## config.mk

```make
export PLATFORM = sky130hd
export DESIGN_NAME = frame_fifo_write_nb_flat
export DESIGN_NICKNAME = d
export VERILOG_FILES = /design/src/rtl/frame_fifo_write_nb_pkg.sv /design/src/rtl/frame_fifo_write_nb_if.sv /design/src/rtl/frame_fifo_write_nb_addr_sel.sv /design/src/rtl/frame_fifo_write_nb.sv /design/src/flat_wrapper.sv
export SDC_FILE = /design/constraint.sdc
export NUM_CORES = 1
export LEC_CHECK = 0
export ABC_AREA = 1
export CORE_MARGIN = 2
export CORE_UTILIZATION = 25
export CTS_BUF_LIST = sky130_fd_sc_hd__clkbuf_8
export CTS_CLUSTER_DIAMETER = 60
export DETAILED_ROUTE_END_ITERATION = 16
export GPL_TIMING_DRIVEN = 0
export HOLD_SLACK_MARGIN = 0.15
export PLACE_DENSITY = 0.58
export SETUP_SLACK_MARGIN = 0.05
export SYNTH_ARGS = -nofsm -noshare
export SYNTH_HDL_FRONTEND = slang
export SYNTH_SLANG_ARGS = --single-unit
```

## constraint.sdc

```tcl
create_clock -name mem_clk -period 3.6 [get_ports mem_clk]
set_input_delay 0.72 -clock mem_clk [delete_from_list [all_inputs] [get_ports mem_clk]]
set_output_delay 0.72 -clock mem_clk [all_outputs]
set_load 0.02 [all_outputs]
```

## src/rtl/frame_fifo_write_nb_pkg.sv

```systemverilog
// Shared types and default sizing for the frame-to-SDRAM burst writer.
// The state encoding lives here so the bench and any wrapper agree on it.
package frame_pkg;

    typedef enum logic [2:0] {
        IDLE  = 3'd0,
        ACK   = 3'd1,
        WAIT  = 3'd2,
        BURST = 3'd3,
        DONE  = 3'd4
    } frame_state_t;

    localparam int ADDR_W_DEF    = 23;
    localparam int LEN_W_DEF     = 23;
    localparam int BURST_W_DEF   = 10;
    localparam int BURST_MAX_DEF = 256;
    localparam int NBUF_DEF      = 4;
    localparam int IDX_W_DEF     = 2;
    localparam int CNT_W_DEF     = 16;
    localparam int ACLR_MIN_DEF  = 4;

    // Operands are zero-extended by the caller so one function serves all widths.
    function automatic logic [31:0] min_len(input logic [31:0] a, input logic [31:0] b);
        return (a < b) ? a : b;
    endfunction

endpackage

```

## src/rtl/frame_fifo_write_nb_if.sv

```systemverilog
// Burst request bus between the frame writer (master) and the SDRAM burst
// controller (slave).
interface frame_fifo_write_nb_if
    import frame_pkg::*;
#(
    parameter int ADDR_W  = ADDR_W_DEF,
    parameter int BURST_W = BURST_W_DEF
) ();

    logic               wr_burst_req;
    logic [BURST_W-1:0] wr_burst_len;
    logic [ADDR_W-1:0]  wr_burst_addr;
    logic               wr_burst_data_req;
    logic               wr_burst_finish;

    modport master (
        output wr_burst_req,
        output wr_burst_len,
        output wr_burst_addr,
        input  wr_burst_data_req,
        input  wr_burst_finish
    );

    modport slave (
        input  wr_burst_req,
        input  wr_burst_len,
        input  wr_burst_addr,
        output wr_burst_data_req,
        output wr_burst_finish
    );

endinterface

```

## src/rtl/frame_fifo_write_nb_addr_sel.sv

```systemverilog
// Picks one frame-buffer base address out of the packed address vector.
// An index beyond NBUF-1 (non power-of-two NBUF) yields address 0.
module frame_addr_sel
    import frame_pkg::*;
#(
    parameter int ADDR_W = ADDR_W_DEF,
    parameter int NBUF   = NBUF_DEF,
    parameter int IDX_W  = IDX_W_DEF
) (
    input  logic [NBUF*ADDR_W-1:0] i_write_addr,
    input  logic [IDX_W-1:0]       i_index,
    output logic [ADDR_W-1:0]      o_base_addr
);

    always_comb begin
        o_base_addr = '0;
        for (int k = 0; k < NBUF; k++) begin
            if (i_index == IDX_W'(k)) begin
                o_base_addr = i_write_addr[k*ADDR_W +: ADDR_W];
            end
        end
    end

endmodule

```

## src/rtl/frame_fifo_write_nb.sv

```systemverilog
// Drains the pixel FIFO into one of NBUF SDRAM frame buffers as a series of
// bursts of up to BURST_MAX words, with optional buffer rotation and abort.
//
// state | meaning
// IDLE  | waiting for write_req
// ACK   | acknowledging request, holding the FIFO in clear
// WAIT  | waiting for enough FIFO words for the next burst
// BURST | burst request outstanding at the SDRAM controller
// DONE  | frame complete, finish pulse, optional index rotate
module frame_fifo_write_nb
    import frame_pkg::*;
#(
    parameter int ADDR_W    = ADDR_W_DEF,
    parameter int LEN_W     = LEN_W_DEF,
    parameter int BURST_W   = BURST_W_DEF,
    parameter int BURST_MAX = BURST_MAX_DEF,
    parameter int NBUF      = NBUF_DEF,
    parameter int IDX_W     = IDX_W_DEF,
    parameter int CNT_W     = CNT_W_DEF,
    parameter int ACLR_MIN  = ACLR_MIN_DEF
) (
    input  logic                   mem_clk,
    input  logic                   rst,
    input  logic                   write_req,
    output logic                   write_req_ack,
    output logic                   write_finish,
    output logic                   write_aborted,
    input  logic                   frame_abort,
    input  logic                   auto_index,
    input  logic [NBUF*ADDR_W-1:0] write_addr,
    input  logic [IDX_W-1:0]       write_addr_index,
    input  logic [LEN_W-1:0]       write_len,
    output logic [IDX_W-1:0]       cur_index,
    output logic                   busy,
    output logic                   fifo_aclr,
    input  logic [CNT_W-1:0]       rd_data_count,
    frame_fifo_write_nb_if.master  bus
);

    localparam int ACW = $clog2(ACLR_MIN + 1);

    frame_state_t       r_state;
    logic [LEN_W-1:0]   r_remain;
    logic [ADDR_W-1:0]  r_addr;
    logic [IDX_W-1:0]   r_index;
    logic [IDX_W-1:0]   r_cur_index;
    logic [ACW-1:0]     r_aclr_cnt;
    logic               r_abort_pend;
    logic [BURST_W-1:0] r_blen;
    logic [BURST_W:0]   r_dreq_cnt;
    logic               r_ack;
    logic               r_aclr;
    logic               r_finish;
    logic               r_aborted;
    logic               r_breq;
    logic               r_busy;

    logic [IDX_W-1:0]   w_sel_index;
    logic [ADDR_W-1:0]  w_base_addr;
    logic [31:0]        w_blen_full;
    logic [BURST_W-1:0] w_blen;
    logic               w_fifo_ready;

    assign w_sel_index  = auto_index ? r_index : write_addr_index;
    assign w_blen_full  = min_len(32'(BURST_MAX), 32'(r_remain));
    assign w_blen       = w_blen_full[BURST_W-1:0];
    assign w_fifo_ready = (32'(rd_data_count) >= w_blen_full);

    frame_addr_sel #(
        .ADDR_W (ADDR_W),
        .NBUF   (NBUF),
        .IDX_W  (IDX_W)
    ) u_addr_sel (
        .i_write_addr (write_addr),
        .i_index      (w_sel_index),
        .o_base_addr  (w_base_addr)
    );

    always_ff @(posedge mem_clk or negedge rst) begin
        if (!rst) begin
            r_state      <= IDLE;
            r_remain     <= '0;
            r_addr       <= '0;
            r_index      <= '0;
            r_cur_index  <= '0;
            r_aclr_cnt   <= '0;
            r_abort_pend <= 1'b0;
            r_blen       <= '0;
            r_dreq_cnt   <= '0;
            r_ack        <= 1'b0;
            r_aclr       <= 1'b0;
            r_finish     <= 1'b0;
            r_aborted    <= 1'b0;
            r_breq       <= 1'b0;
            r_busy       <= 1'b0;
        end else begin
            r_finish  <= 1'b0;
            r_aborted <= 1'b0;
            case (r_state)
                IDLE: begin
                    if (write_req) begin
                        r_remain     <= write_len;
                        r_cur_index  <= w_sel_index;
                        r_addr       <= w_base_addr;
                        r_aclr_cnt   <= ACW'(ACLR_MIN - 1);
                        r_abort_pend <= 1'b0;
                        r_ack        <= 1'b1;
                        r_aclr       <= 1'b1;
                        r_busy       <= 1'b1;
                        r_state      <= ACK;
                    end
                end
                ACK: begin
                    if (frame_abort) begin
                        r_ack     <= 1'b0;
                        r_aclr    <= 1'b0;
                        r_busy    <= 1'b0;
                        r_aborted <= 1'b1;
                        r_state   <= IDLE;
                    end else if (r_aclr_cnt == '0 && !write_req) begin
                        r_ack   <= 1'b0;
                        r_aclr  <= 1'b0;
                        r_state <= WAIT;
                    end else if (r_aclr_cnt != '0) begin
                        r_aclr_cnt <= r_aclr_cnt - 1'b1;
                    end
                end
                WAIT: begin
                    if (frame_abort) begin
                        r_busy    <= 1'b0;
                        r_aborted <= 1'b1;
                        r_state   <= IDLE;
                    end else if (r_remain == '0) begin
                        r_finish <= 1'b1;
                        r_state  <= DONE;
                    end else if (w_fifo_ready) begin
                        r_blen     <= w_blen;
                        r_dreq_cnt <= '0;
                        r_breq     <= 1'b1;
                        r_state    <= BURST;
                    end
                end
                BURST: begin
                    if (frame_abort) begin
                        r_abort_pend <= 1'b1;
                    end
                    if (bus.wr_burst_data_req) begin
                        r_dreq_cnt <= r_dreq_cnt + 1'b1;
                    end
                    if (bus.wr_burst_finish) begin
                        // blen never exceeds remain, so remain cannot underflow
                        r_addr   <= r_addr + ADDR_W'(r_blen);
                        r_remain <= r_remain - LEN_W'(r_blen);
                        r_breq   <= 1'b0;
                        if (r_abort_pend || frame_abort) begin
                            r_busy    <= 1'b0;
                            r_aborted <= 1'b1;
                            r_state   <= IDLE;
                        end else begin
                            r_state <= WAIT;
                        end
                    end
                end
                DONE: begin
                    if (auto_index) begin
                        r_index <= (r_index == IDX_W'(NBUF - 1)) ? '0 : r_index + 1'b1;
                    end
                    r_busy  <= 1'b0;
                    r_state <= IDLE;
                end
                default: begin
                    r_state <= IDLE;
                end
            endcase
        end
    end

    assign write_req_ack     = r_ack;
    assign fifo_aclr         = r_aclr;
    assign write_finish      = r_finish;
    assign write_aborted     = r_aborted;
    assign busy              = r_busy;
    assign cur_index         = r_cur_index;
    assign bus.wr_burst_req  = r_breq;
    assign bus.wr_burst_len  = r_blen;
    assign bus.wr_burst_addr = r_addr;

    // The controller must have popped exactly one FIFO word per burst word.
    a_dreq_count: assert property (@(posedge mem_clk) disable iff (!rst)
        (r_state == BURST && bus.wr_burst_finish) |->
        ((r_dreq_cnt + (BURST_W+1)'(bus.wr_burst_data_req)) == {1'b0, r_blen}));

endmodule

```

## src/flat_wrapper.sv

```systemverilog
// flat-port wrapper written by rule: the top's interface ports become plain ports
module frame_fifo_write_nb_flat import frame_pkg::*;
#(
    parameter int ADDR_W    = ADDR_W_DEF,
    parameter int LEN_W     = LEN_W_DEF,
    parameter int BURST_W   = BURST_W_DEF,
    parameter int BURST_MAX = BURST_MAX_DEF,
    parameter int NBUF      = NBUF_DEF,
    parameter int IDX_W     = IDX_W_DEF,
    parameter int CNT_W     = CNT_W_DEF,
    parameter int ACLR_MIN  = ACLR_MIN_DEF
)
  (mem_clk, rst, write_req, write_req_ack, write_finish, write_aborted, frame_abort, auto_index, write_addr, write_addr_index, write_len, cur_index, busy, fifo_aclr, rd_data_count, bus_wr_burst_req, bus_wr_burst_len, bus_wr_burst_addr, bus_wr_burst_data_req, bus_wr_burst_finish);
  frame_fifo_write_nb_if #(.ADDR_W(ADDR_W), .BURST_W(BURST_W)) bus_i ();
  input  logic mem_clk;
  input  logic rst;
  input  logic write_req;
  output logic write_req_ack;
  output logic write_finish;
  output logic write_aborted;
  input  logic frame_abort;
  input  logic auto_index;
  input  logic [NBUF*ADDR_W-1:0] write_addr;
  input  logic [IDX_W-1:0] write_addr_index;
  input  logic [LEN_W-1:0] write_len;
  output logic [IDX_W-1:0] cur_index;
  output logic busy;
  output logic fifo_aclr;
  input  logic [CNT_W-1:0] rd_data_count;
  output wire logic [$bits(bus_i.wr_burst_req)-1:0] bus_wr_burst_req;
  output wire logic [$bits(bus_i.wr_burst_len)-1:0] bus_wr_burst_len;
  output wire logic [$bits(bus_i.wr_burst_addr)-1:0] bus_wr_burst_addr;
  input wire logic [$bits(bus_i.wr_burst_data_req)-1:0] bus_wr_burst_data_req;
  input wire logic [$bits(bus_i.wr_burst_finish)-1:0] bus_wr_burst_finish;
  assign bus_wr_burst_req = bus_i.wr_burst_req;
  assign bus_wr_burst_len = bus_i.wr_burst_len;
  assign bus_wr_burst_addr = bus_i.wr_burst_addr;
  assign bus_i.wr_burst_data_req = bus_wr_burst_data_req;
  assign bus_i.wr_burst_finish = bus_wr_burst_finish;
  frame_fifo_write_nb #(.ADDR_W(ADDR_W), .LEN_W(LEN_W), .BURST_W(BURST_W), .BURST_MAX(BURST_MAX), .NBUF(NBUF), .IDX_W(IDX_W), .CNT_W(CNT_W), .ACLR_MIN(ACLR_MIN)) u_core (.mem_clk(mem_clk), .rst(rst), .write_req(write_req), .write_req_ack(write_req_ack), .write_finish(write_finish), .write_aborted(write_aborted), .frame_abort(frame_abort), .auto_index(auto_index), .write_addr(write_addr), .write_addr_index(write_addr_index), .write_len(write_len), .cur_index(cur_index), .busy(busy), .fifo_aclr(fifo_aclr), .rd_data_count(rd_data_count), .bus(bus_i));
endmodule
```

Word-level counts from Yosys, hierarchy flattened
Cells that the tools add are included.

Bits in registers: 72. Input bits: 140. Word-level logic and storage cells: 115.

$add $sub $neg: 4. Magnitude comparators: 2. Equal/unequal tests: 21. Mux-type cells: 50. Bitwise logic cells: 2. Reductions and logical operators: 23.

Operator list (number): 23-bit two-way mux (9); 23-bit one-hot mux with 2 select lines (2); 3-bit two-way mux (11); 16-bit by 32-bit >= comparator with 1-bit output (1); 23-bit by 10-bit adder with 23-bit output (1); 23-bit logical NOT (1); 9-bit by 23-bit < comparator with 1-bit output (first input constant) (1); 23-bit by 10-bit subtractor with 23-bit output (1); 1-bit two-way mux (18); 5-bit AND reduction (3); 2-bit != test (second input constant) (7); 3-bit one-hot mux with 4 select lines (1); 3-bit AND reduction (3); 2-bit by 1-bit != test with 1-bit output (second input constant) (4); 1-bit one-hot mux with 2 select lines (4); 4-bit AND reduction (2); 2-bit == test (second input constant) (3); 3-bit by 2-bit == test with 1-bit output (second input constant) (2); 3-bit logical NOT (2); 2-bit two-way mux (3); 3-bit one-hot mux with 2 select lines (1); 2-bit nonzero test (3); 4-bit by 2-bit != test with 1-bit output (second input constant) (1); 1-bit one-hot mux with 4 select lines (1); other kinds (15) (17).

Logic depth before layout (Yosys ltp)
Gate-level depths: netlist (run 1).

Word-level depth: 8. Gate-level depth with buffers: 20. Depth with buffers taken out: 19.

By module
From an unflattened synthesis (run 1), not the netlist that was laid out.

Cells, all modules: 1011. Area, all modules: 6478.7 µm².

Modules (own cells, without submodules): frame_fifo_write_nb (instances 1, cells an instance 877, area an instance 5784.3 µm², sequential area each 1801.7 µm²); frame_addr_sel (instances 1, cells an instance 134, area an instance 694.4 µm², sequential area each 0.0 µm²).

Least setup slack after synthesis (run 1)
Ideal clock, no wire load.

Path kind: register to register. Start point: reg u_core.r_remain[11]. End point: reg u_core.r_blen[4], in the netlist u_core.bus.wr_burst_len[4]. Arrival time: 2.369 ns. Slack: 1.109 ns. Cell stages (with the launch flop): 19. Buffers on the path: 1. Period minus slack after synthesis: 2.491 ns. Path through: dfrtp_1 -> nor2_2 -> nand2_2 -> nor2_2 -> nor3b_2 -> o21ai_2 -> nor2_1 -> inv_1 -> ha_1 -> nand2_1 -> nor2_1 -> nand4_1 -> nand3_1 -> nand2_1 -> nand2_1 -> nand2_4 -> buf_6 -> nand2_1 -> o21ai_1.

Longest elaborated chain between the ends: 4. Elaborated cells on any way between the ends: 6.

RTL lines: start, declared (line frame_fifo_write_nb.sv:43) `logic [LEN_W-1:0] r_remain;`; start signal, assigned (line frame_fifo_write_nb.sv:102) `r_remain <= write_len;`; start signal, assigned (line frame_fifo_write_nb.sv:153) `r_remain <= r_remain - LEN_W'(r_blen);`; 9-bit by 23-bit < comparator with 1-bit output (line frame_fifo_write_nb_pkg.sv:24) `return (a < b) ? a : b;`; 23-bit two-way mux (line frame_fifo_write_nb_pkg.sv:24); 16-bit by 32-bit >= comparator with 1-bit output (line frame_fifo_write_nb.sv:67) `assign w_fifo_ready = (32'(rd_data_count) >= w_blen_full);`; 4-bit AND reduction (no source line); end signal, assigned (line frame_fifo_write_nb.sv:137) `r_blen <= w_blen;`; end, declared (line frame_fifo_write_nb.sv:49) `logic [BURST_W-1:0] r_blen;`.

Parallel ways exist; a longest one is shown, timed or not. A chain may end at the register's enable or synchronous reset.

Final worst setup path (run 1)
Start point: reg u_core.r_remain[14]. End point: reg u_core.r_blen[6], in the netlist u_core.bus.wr_burst_len[6].

The elaborated chain is that of the path after synthesis.

==> qor.yml, run 1 <==
status: "complete, no violations"
cp-start-kind: "flip-flop"
num_vias: 7227
die_w_um: 165
cts_resized: 0
routed_wirelength_um: 24200
firstDrtPassIters: 5
wire_per_inst_um: 15.5
regArea_mm2: 0.00180
fin_skew_ns: 0.0133
synth_top_area_share: 0.277
post-route-min-period_ns: 3.02
ir_drop_uv: 347
route.detailed.drc: 0
grt_pass1_vias: 7169
yosysTopAreaCell: "dfrtp_1"
num_rows: 59
synth.distinct_cells: 46
num-fill-cells: 2814
max_cap_viol_count: 0
synthTopCellsByCount: "nand2_1 (330), inv_1 (126), nor2_1 (110)"
syn-instance-count: 1028
syn_area_mm2: 0.00651
power_frac_seq: 0.257
cts_buffer_depth: 2
synthTopCellsByArea: "dfrtp_1 (28%), nand2_1 (19%), ha_1 (7.5%), inv_1 (7.3%), nor2_1 (6.3%)"
post_cts_buffers: 0
drive_above_1_share: 0.0635
grt_usage: 0.182
hold_buffers: 0
synth_ff_type: "dfrtp_1"
relSlewSlack: 0.541
pin_count: 181
period_share: 0.840
async_flop_share: 1.00
gp_congestion: 0.918
n_antenna_cell: 0
rr_endpoint: "u_core.bus.wr_burst_len[6]"
fp.dieArea_mm2: 0.0274
drt-vias-per-instance: 4.62
worstSetupStartpoint: "u_core.r_remain[14]"
placed_cell_area_mm2: 0.00876
setup_viol: 0
fmax_mhz: 331
post-route-cell-area_mm2: 0.00899
power.total_mw: 5.87
p_int_mw: 2.93
p_per_area_mw_per_mm2: 653
initial_core_util: 0.252
reg2reg_slack_ns: 0.58
cts_tree: "yes"
grt_start_max_net_pins: 63
root_buffer: "clkbuf_8"
ys.warnings.count: 0
drv_slew: 0
drtAntennaViolNets: 0
cp.arrival_ns: 3.28
syn_area_per_cell_um2: 6.34
core_area_mm2: 0.0258
io_buffers: 178
critical_path_class: "reg2reg"
power_leakage_nw: 4.20
nets: 1405
antenna_found_initial: 0
h-tree-depth: 3
switching_power_mw: 2.94
clock_sinks: 72
cp.required_ns: 3.86
synth_edf_count: 0
area_growth_pct: 38.0
reg2reg_depth: 18
worst_pin_slew_ns: 0.689
rsz0062_at_grt: "false"
path_max_fanout: 10
grt_overflow: 0
drt_iter0_drc: 437
ys_seq_area_frac: 0.277
synth_most_common_cell: "nand2_1"
min_path_type: "in2async"
synth_seq_cells: 72
p_comb_frac: 0.611
insertion_delay_ns: 0.38
hpwl_um: 19800
finalHoldViolations: 0
cts_inserted_buffers: 9
r2r-start: "u_core.r_remain[14]"
swShare: 0.501
die_h_um: 165
p_clk_frac: 0.131
multiInputGateArea_mm2: 0.00401
grt_pass1_wl_um: 38300
clkTransAtPathRegs_ns: 0.08
critPathCaptureType: "flip-flop"
final cells by class:
| type | count | share of cell area |
|---|---|---|
| multi-input cells | 797 | 0.446 |
| repair buffers | 179 | 0.201 |
| flip-flops and latches | 72 | 0.200 |
| inverters | 136 | 0.0571 |
| well taps | 335 | 0.0466 |
| plain buffers | 29 | 0.0232 |
| clock buffers | 10 | 0.0153 |
| clock inverters | 6 | 0.0100 |
cell usage in the layout (no fill, tap or decap), types with 6 or more instances in the layout:
master and instances:
clkdlybuf4s50_1 177, conb_1 7, inv_2 9, nor2_2 6
xor2_1 6, o21ai_0 43, ha_1 39, a21oi_1 62
inv_1 126, buf_4 7, nor2_1 110, clkbuf_8 10
nand3b_1 6, nor3_1 8, a31oi_1 8, nand3_1 76
buf_6 9, nand4_1 22, o211ai_1 7, dfrtp_1 72
o22ai_1 6, nand2_1 330, o21ai_1 17, buf_2 8
per-stage QoR:
stage	hold WS (ns)	setup slack, ns	cells	utilization	TNS (ns)
CTS	0.169	0.559	1564	0.348	0
detailed placement	0.480	0.589	1548	0.339	0
global route	0.178	0.286	1564	0.348	0
global placement	0.465	-1.11	1547	0.338	-78.98
floorplan	0.424	1.11	1034	-	0
finish	0.174	0.575	1564	0.348	0
logic make-up after synthesis:
| group | share of synthesized area |
|---|---|
| AO/OA/AOI/OAI | 0.135 |
| XOR/XNOR | 0.0121 |
| adder cells (fa/ha/maj) | 0.0811 |
| buffers and inverters | 0.111 |
| flip-flops | 0.277 |
| other | 0.000576 |
| AND/OR/NAND/NOR | 0.384 |
per-layer routing:
layer | track usage | routed length [um] | vias to the layer above
met1 | 0.240 | 11000 | 3322
met3 | 0.0347 | 1330 | 30
met2 | 0.305 | 11500 | 176
met4 | 0.0458 | 436 | 0
met5 | 0 | 0 | -
li1 | - | - | 3699
flip-flops by register name, summed over array words and instances, names as in the netlist, 2 cells and up:
register	count
u_core.r_remain	23
u_core.r_aclr_cnt	3
u_core.r_state	3
u_core.bus.wr_burst_addr	23
u_core.r_index	2
u_core.cur_index	2
u_core.bus.wr_burst_len	10
worst max-delay path by stage:
stage,to,slack (ns),cells after the start
finish,u_core.bus.wr_burst_len[6],0.58,18
CTS,u_core.bus.wr_burst_len[6],0.56,18
global placement,u_core.busy,-1.11,1
detailed placement,u_core.bus.wr_burst_len[6],0.59,18
floorplan,u_core.bus.wr_burst_len[4],1.11,18
global route,u_core.bus.wr_burst_len[7],0.29,18
critical path, cell delays in order, from the launching register on:
cell and delay, ns:
dfrtp_1 0.44, nor2_1 0.21, nand2_2 0.10, nor2_2 0.16
nor3b_2 0.33, o21ai_2 0.17, nor2_1 0.11, inv_1 0.07
ha_1 0.29, nand2_1 0.07, nor2_1 0.14, nand4_1 0.10
nand3_1 0.11, nand2_1 0.07, nand2_1 0.14, nand2_4 0.10
buf_6 0.15, nand2_1 0.05, o21ai_1 0.07
power groups by stage:
stage | registers (mW) | clock network, mW | logic [mW]
global route | 1.56 | 0.809 | 4.04
detailed placement | 1.52 | 0 | 3.57
floorplan | 1.62 | 0 | 2.17
global placement | 1.51 | 0 | 3.54
finish | 1.51 | 0.772 | 3.59
CTS | 1.51 | 0.789 | 3.59
No activity file was read; power rests on OpenSTA's default activity.
==> run 2: changes to the inputs <==
clock period = 2.84 ns   (was 3.6 ns; I/O delays follow)
==> run 2 against run 1 <==
Against the previous run: via count up 2.0%; hold slack better by 0.33 ns; fmax up 11%; first-iteration DRC count down 0.92%; routed wire length up 2.3%; critical path depth up 2; non-clock buffer count up 24; cell area up 4.3%; clock skew down 0.0011 ns; clock-buffer cell count unchanged; sequential power up 26%; largest power group unchanged.
==> qor.yml, run 2 (same netlist as run 1, synthesis figures left out) <==
status: "complete, no violations"
num_vias: 7371  # +2.0%
min_path_type: "reg2reg"
cp.required_ns: 3.11  # -0.75 ns
io_buffers: 178  # unchanged
reg2reg_slack_ns: 0.13  # -0.45 ns
min-delay-start: "u_core.r_aclr_cnt[0]"
slowest_delay_ns: 0.42  # -0.02 ns
pin_count: 181  # unchanged
ir_drop_uv: 440  # +27%
insertion_delay_ns: 0.38  # about the same
wire_per_inst_um: 15.6  # +0.76%
drive_above_1_share: 0.112  # +0.0483
setup_viol: 0  # unchanged
max_cap_viol_count: 0  # unchanged
grt_pass1_wl_um: 38600  # +0.77%
grt_start_max_net_pins: 63  # unchanged
cp_slowest_cell: "dfrtp_1"
grt_usage: 0.183  # +0.00101
root_buffer: "clkbuf_8"
hold_depth: 1
nets: 1429  # +1.7%
rr_endpoint: "u_core.bus.wr_burst_len[0]"
antenna_found_initial: 0  # unchanged
power.total_mw: 7.73  # +32%
cts_buffer_depth: 2  # unchanged
path_common_cell: "nand2_1"
worstHoldEndpoint: "u_core.r_aclr_cnt[0]"
fin_skew_ns: 0.0122  # -0.00113 ns
drv_slew: 0  # unchanged
period_share: 0.956  # +0.116
clock_sinks: 72  # unchanged
gp_congestion: 0.918  # unchanged
area_growth_pct: 43.9
path_depth: 20  # +2
grt_overflow: 0  # unchanged
drt-vias-per-instance: 4.64  # +0.45%
final_common_cell: "nand2_1"
route.detailed.drc: 0  # unchanged
h-tree-depth: 3  # unchanged
num-fill-cells: 2789  # -0.89%
post-route-min-period_ns: 2.71  # -0.310 ns
finalHoldViolations: 0  # unchanged
drtAntennaViolNets: 0  # unchanged
firstDrtPassIters: 5  # unchanged
r2r-start: "u_core.r_remain[16]"
crit_path_cell_trace: "nor2_2, nand2_2, nor2_4, nor3b_4, o21ai_4, nor2_1, inv_1, ha_1, nand2_1, inv_2, nand2_1, nand2_1, nand2_1, nand3_2, nand2_2, nand2_4, buf_6, buf_4, nand3_2, nand2_1"
rsz0062_at_grt: "true"
cts_inserted_buffers: 9  # unchanged
relSlewSlack: 0.551  # +0.0105
die_h_um: 165  # unchanged
critPathTopFamily: "simple AND/OR/NAND/NOR gates"
die_w_um: 165  # unchanged
grt_pass1_vias: 7229  # +0.84%
worst_pin_slew_ns: 0.673  # -0.0157 ns
post-route-cell-area_mm2: 0.00937  # +4.3%
fmax_mhz: 368  # +11%
critical_path_class: "reg2reg"
p_per_area_mw_per_mm2: 825  # +26%
cts_tree: "yes"
fp.dieArea_mm2: 0.0274  # unchanged
layout_common_cells: "nand2_1 (318), clkdlybuf4s50_1 (177), inv_1 (120)"
routed_wirelength_um: 24800  # +2.3%
clkTransAtPathRegs_ns: 0.09  # about the same
cp-start-kind: "flip-flop"
drt_iter0_drc: 433  # -0.92%
path_buf_inv: 4  # +2
n_antenna_cell: 0  # unchanged
core_area_mm2: 0.0258  # unchanged
placed_cell_area_mm2: 0.00876  # unchanged
initial_core_util: 0.252  # unchanged
reg2reg_depth: 20  # +2
path_max_fanout: 7  # -3
cp.arrival_ns: 2.99  # -0.29 ns
hpwl_um: 19800  # unchanged
fin_util: 0.363  # +0.0148
power_leakage_nw: 4.36  # +3.7%
setup-tns-final_ns: 0  # unchanged
num_rows: 59  # unchanged
critPathCaptureType: "flip-flop"
run 2: per-layer routing:
layer  part of all wire  GRT usage  wire (um)
met1               0.45      0.241      11100
met3              0.058     0.0347       1430
met5                  0          0          0
met2               0.48      0.306      11800
met4              0.019     0.0482        467
run 2: stage by stage:
step	cells	hold slack [ns]	worst slack [ns]
2_1_floorplan	1034	0.272	0.349
3_3_place_gp	1547	0.465	-1.72
3_5_place_dp	1548	0.430	-0.171
4_1_cts	1573	0.501	0.0540
5_1_grt	1588	0.522	0.00752
6_report	1588	0.500	0.126
run 2: worst register-to-register path, cell delays in order, from the launching register on:
cell	delay [ns]
dfrtp_1	0.42
nor2_2	0.15
nand2_2	0.08
nor2_4	0.12
nor3b_4	0.32
o21ai_4	0.15
nor2_1	0.12
inv_1	0.06
ha_1	0.29
nand2_1	0.08
inv_2	0.04
nand2_1	0.05
nand2_1	0.04
nand2_1	0.07
nand3_2	0.11
nand2_2	0.10
nand2_4	0.06
buf_6	0.12
buf_4	0.12
nand3_2	0.06
nand2_1	0.05
run 2: worst max path at each step:
stage,start,end
2_1_floorplan,u_core.r_remain[11],u_core.bus.wr_burst_len[4]
6_report,u_core.r_remain[16],u_core.bus.wr_burst_len[0]
4_1_cts,u_core.r_remain[14],u_core.bus.wr_burst_len[6]
3_3_place_gp,rst,u_core.busy
3_5_place_dp,u_core.r_remain[13],u_core.bus.wr_burst_len[6]
5_1_grt,u_core.r_remain[17],u_core.bus.wr_burst_len[1]
run 2: timing repair:
item / in CTS / in global routing
gates resized for setup: 9 / 41
endpoints found under the setup margin: 12 / 13
hold buffers: 1 / 0
hold endpoints to repair: 10 / 0
buffers inserted: 8 / 14
pin swaps: 3 / 23
gates cloned: 0 / 1
run 2: layout make-up:
cell class / count / area (um2) / share of cell area
plain buffers: 29 / 209 / 0.0223
clock buffers: 10 / 138 / 0.0147
clock inverters: 6 / 90.1 / 0.00961
inverters: 136 / 513 / 0.0547
multi-input cells: 797 / 4190 / 0.447
flip-flops and latches: 72 / 1810 / 0.193
well taps: 335 / 419 / 0.0447
repair buffers: 203 / 2010 / 0.214
run 2: power by group:
part	internal (mW)	total (mW)	leakage, nW	switching [mW]
logic	1.91	4.84	3.37	2.92
registers	1.45	1.91	0.872	0.462
clock network	0.522	0.982	0.113	0.460
total	3.88	7.73	4.36	3.85
==> run 3: changes to the inputs <==
RECOVER_POWER = 50   (was not set)
TNS_END_PERCENT = 20   (was not set)
==> run 3 against run 2 <==
Against the previous run: largest power group unchanged; critical endpoint unchanged; critical path depth unchanged; register-to-register slack about the same; non-clock buffer count down 1; fmax down 0.48%; global-route usage unchanged; clock-buffer cell count unchanged; hold slack worse by 0.0024 ns; total power down 0.53%; sequential power about the same; first-iteration DRC count up 4.6%; sequential share of layout area up 0.093 points.
==> qor.yml, run 3 (same netlist as run 1, synthesis figures left out) <==
r2r-start: "u_core.r_remain[16]"
root_buffer: "clkbuf_8"
hpwl_um: 19800  # unchanged
min-delay-start: "u_core.cur_index[1]"
reg2reg_depth: 20  # unchanged
firstDrtPassIters: 5  # unchanged
setup_slack_ns: 0.113  # -0.0131 ns
setup-tns-final_ns: 0  # unchanged
drive_above_1_share: 0.106  # -0.00550
cts_inserted_buffers: 9  # unchanged
critPathTopFamily: "simple AND/OR/NAND/NOR gates"
cts_tree: "yes"
status: "complete, no violations"
layout_common_cells: "nand2_1 (320), clkdlybuf4s50_1 (169), inv_1 (121)"
die_h_um: 165  # unchanged
period_share: 0.960  # +0.00461
rsz0062_at_grt: "true"
fin_util: 0.361  # -0.00174
worst_pin_slew_ns: 0.948  # +0.275 ns
power.total_mw: 7.69  # -0.53%
grt_start_max_net_pins: 63  # unchanged
drv_slew: 0  # unchanged
place_ws_ns: -0.171  # unchanged
cp.arrival_ns: 3.00  # about the same
initial_core_util: 0.252  # unchanged
rr_endpoint: "u_core.bus.wr_burst_len[0]"
routed_wirelength_um: 24700  # -0.32%
fin_skew_ns: 0.0148  # +0.00269 ns
cp.required_ns: 3.11  # about the same
io_buffers: 178  # unchanged
power_leakage_nw: 4.35  # -0.13%
reg2reg_slack_ns: 0.11  # about the same
antenna_found_initial: 0  # unchanged
cp-start-kind: "flip-flop"
pin_count: 181  # unchanged
insertion_delay_ns: 0.39  # about the same
gp_congestion: 0.918  # unchanged
critical_path_class: "reg2reg"
final_common_cell: "nand2_1"
finalHoldViolations: 0  # unchanged
path_common_cell: "nand2_1"
nets: 1428  # -0.070%
min_path_type: "reg2reg"
max_cap_viol_count: 0  # unchanged
met3_usage: 0.0347  # unchanged
path_buf_inv: 4  # unchanged
top_usage_layer: "met2"
grt_use_met2: 0.306  # unchanged
post-route-min-period_ns: 2.73  # +0.0131 ns
drt_iter0_drc: 453  # +4.6%
area_growth_pct: 43.2
clock_sinks: 72  # unchanged
wire_per_inst_um: 15.6  # -0.26%
path_max_fanout: 7  # unchanged
grt_usage: 0.183  # unchanged
cp_slowest_cell: "dfrtp_1"
h-tree-depth: 3  # unchanged
p_per_area_mw_per_mm2: 824  # about the same
n_antenna_cell: 0  # unchanged
num_vias: 7377  # +0.081%
die_w_um: 165  # unchanged
route.detailed.drc: 0  # unchanged
num_rows: 59  # unchanged
hold_depth: 2  # +1
fmax_mhz: 367  # -0.48%
critPathCaptureType: "flip-flop"
grt_use_met1: 0.241  # unchanged
cts_buffer_depth: 2  # unchanged
relSlewSlack: 0.368  # -0.183
slowest_delay_ns: 0.42  # about the same
grt_pass1_vias: 7229  # unchanged
drt-vias-per-instance: 4.65  # +0.14%
crit_path_cell_trace: "nor2_2, nand2_2, nor2_4, nor3b_4, o21ai_4, nor2_1, inv_1, ha_1, nand2_1, inv_2, nand2_1, nand2_1, nand2_1, nand3_2, nand2_2, nand2_4, buf_6, buf_4, nand3_2, nand2_1"
worstHoldEndpoint: "u_core.cur_index[1]"
drtAntennaViolNets: 0  # unchanged
fp.dieArea_mm2: 0.0274  # unchanged
ir_drop_uv: 427  # -2.8%
clkTransAtPathRegs_ns: 0.10  # about the same
grt_overflow: 0  # unchanged
setup_viol: 0  # unchanged
core_area_mm2: 0.0258  # unchanged
grt_pass1_wl_um: 38600  # unchanged
-- run 3: cell count changes in the layout (fill, tap and decap cells not counted), moves of 2 or more --
| cell | before | now |
|---|---|---|
| dlygate4sd3_1 | 1 | 9 |
| clkbuf_4 | 0 | 3 |
| nand2_1 | 318 | 320 |
| clkdlybuf4s50_1 | 177 | 169 |
| nand2_2 | 14 | 12 |
| buf_4 | 27 | 23 |
| clkbuf_1 | 3 | 5 |
-- run 3: per-layer routing --
metal  vias to the layer above  wire length (um)
met3                        36              1470
met1                      3405             11000
met2                       188             11700
li1                       3748                 -
met4                         0               510
met5                         -                 0
-- run 3: area by class of cell --
cell class,count,area (um2)
repair buffers,202,1980
multi-input cells,797,4170
fillers,2795,16500
inverters,136,513
clock inverters,6,90.1
flip-flops and latches,72,1810
well taps,335,419
plain buffers,29,209
clock buffers,10,138
-- run 3: repair_timing --
item                                   CTS  global route
gates resized for setup                  9            39
setup endpoints to repair               12            13
gates cloned                             0             1
pin swaps                                3            23
hold buffers                             1             0
endpoints found under the hold margin   10             0
setup buffers                            8            13
-- run 3: per-stage QoR --
step	hold WS, ns	area (um2)	std cells
CTS	0.501	9090	1573
finish	0.497	9330	1587
global placement	0.465	8740	1547
detailed placement	0.430	8760	1548
floorplan	0.272	6540	1034
global route	0.522	9330	1587
-- run 3: worst max-delay path by stage --
stage	startpoint	to	slack, ns	cells after the start
final	u_core.r_remain[16]	u_core.bus.wr_burst_len[0]	0.11	20
after global routing	u_core.r_remain[17]	u_core.bus.wr_burst_len[1]	0.002	20
after CTS	u_core.r_remain[14]	u_core.bus.wr_burst_len[6]	0.05	20
after detailed placement	u_core.r_remain[13]	u_core.bus.wr_burst_len[6]	-0.17	18
after global placement	rst	u_core.busy	-1.72	1
after floorplan	u_core.r_remain[11]	u_core.bus.wr_burst_len[4]	0.35	18
-- run 3: worst register-to-register path, delay by kind of cell, from the launching register on --
family          cells  cell delay, ns
compound gates      1            0.15
fa+ha+maj           1            0.30
buf+inv             4            0.35
flops               1            0.42
simple gates       14            1.40
-- run 3: report_power, final --
part	leakage (nW)	internal, mW	switching, mW
Combinational	3.37	1.89	2.91
Sequential	0.872	1.45	0.459
Clock	0.113	0.522	0.462
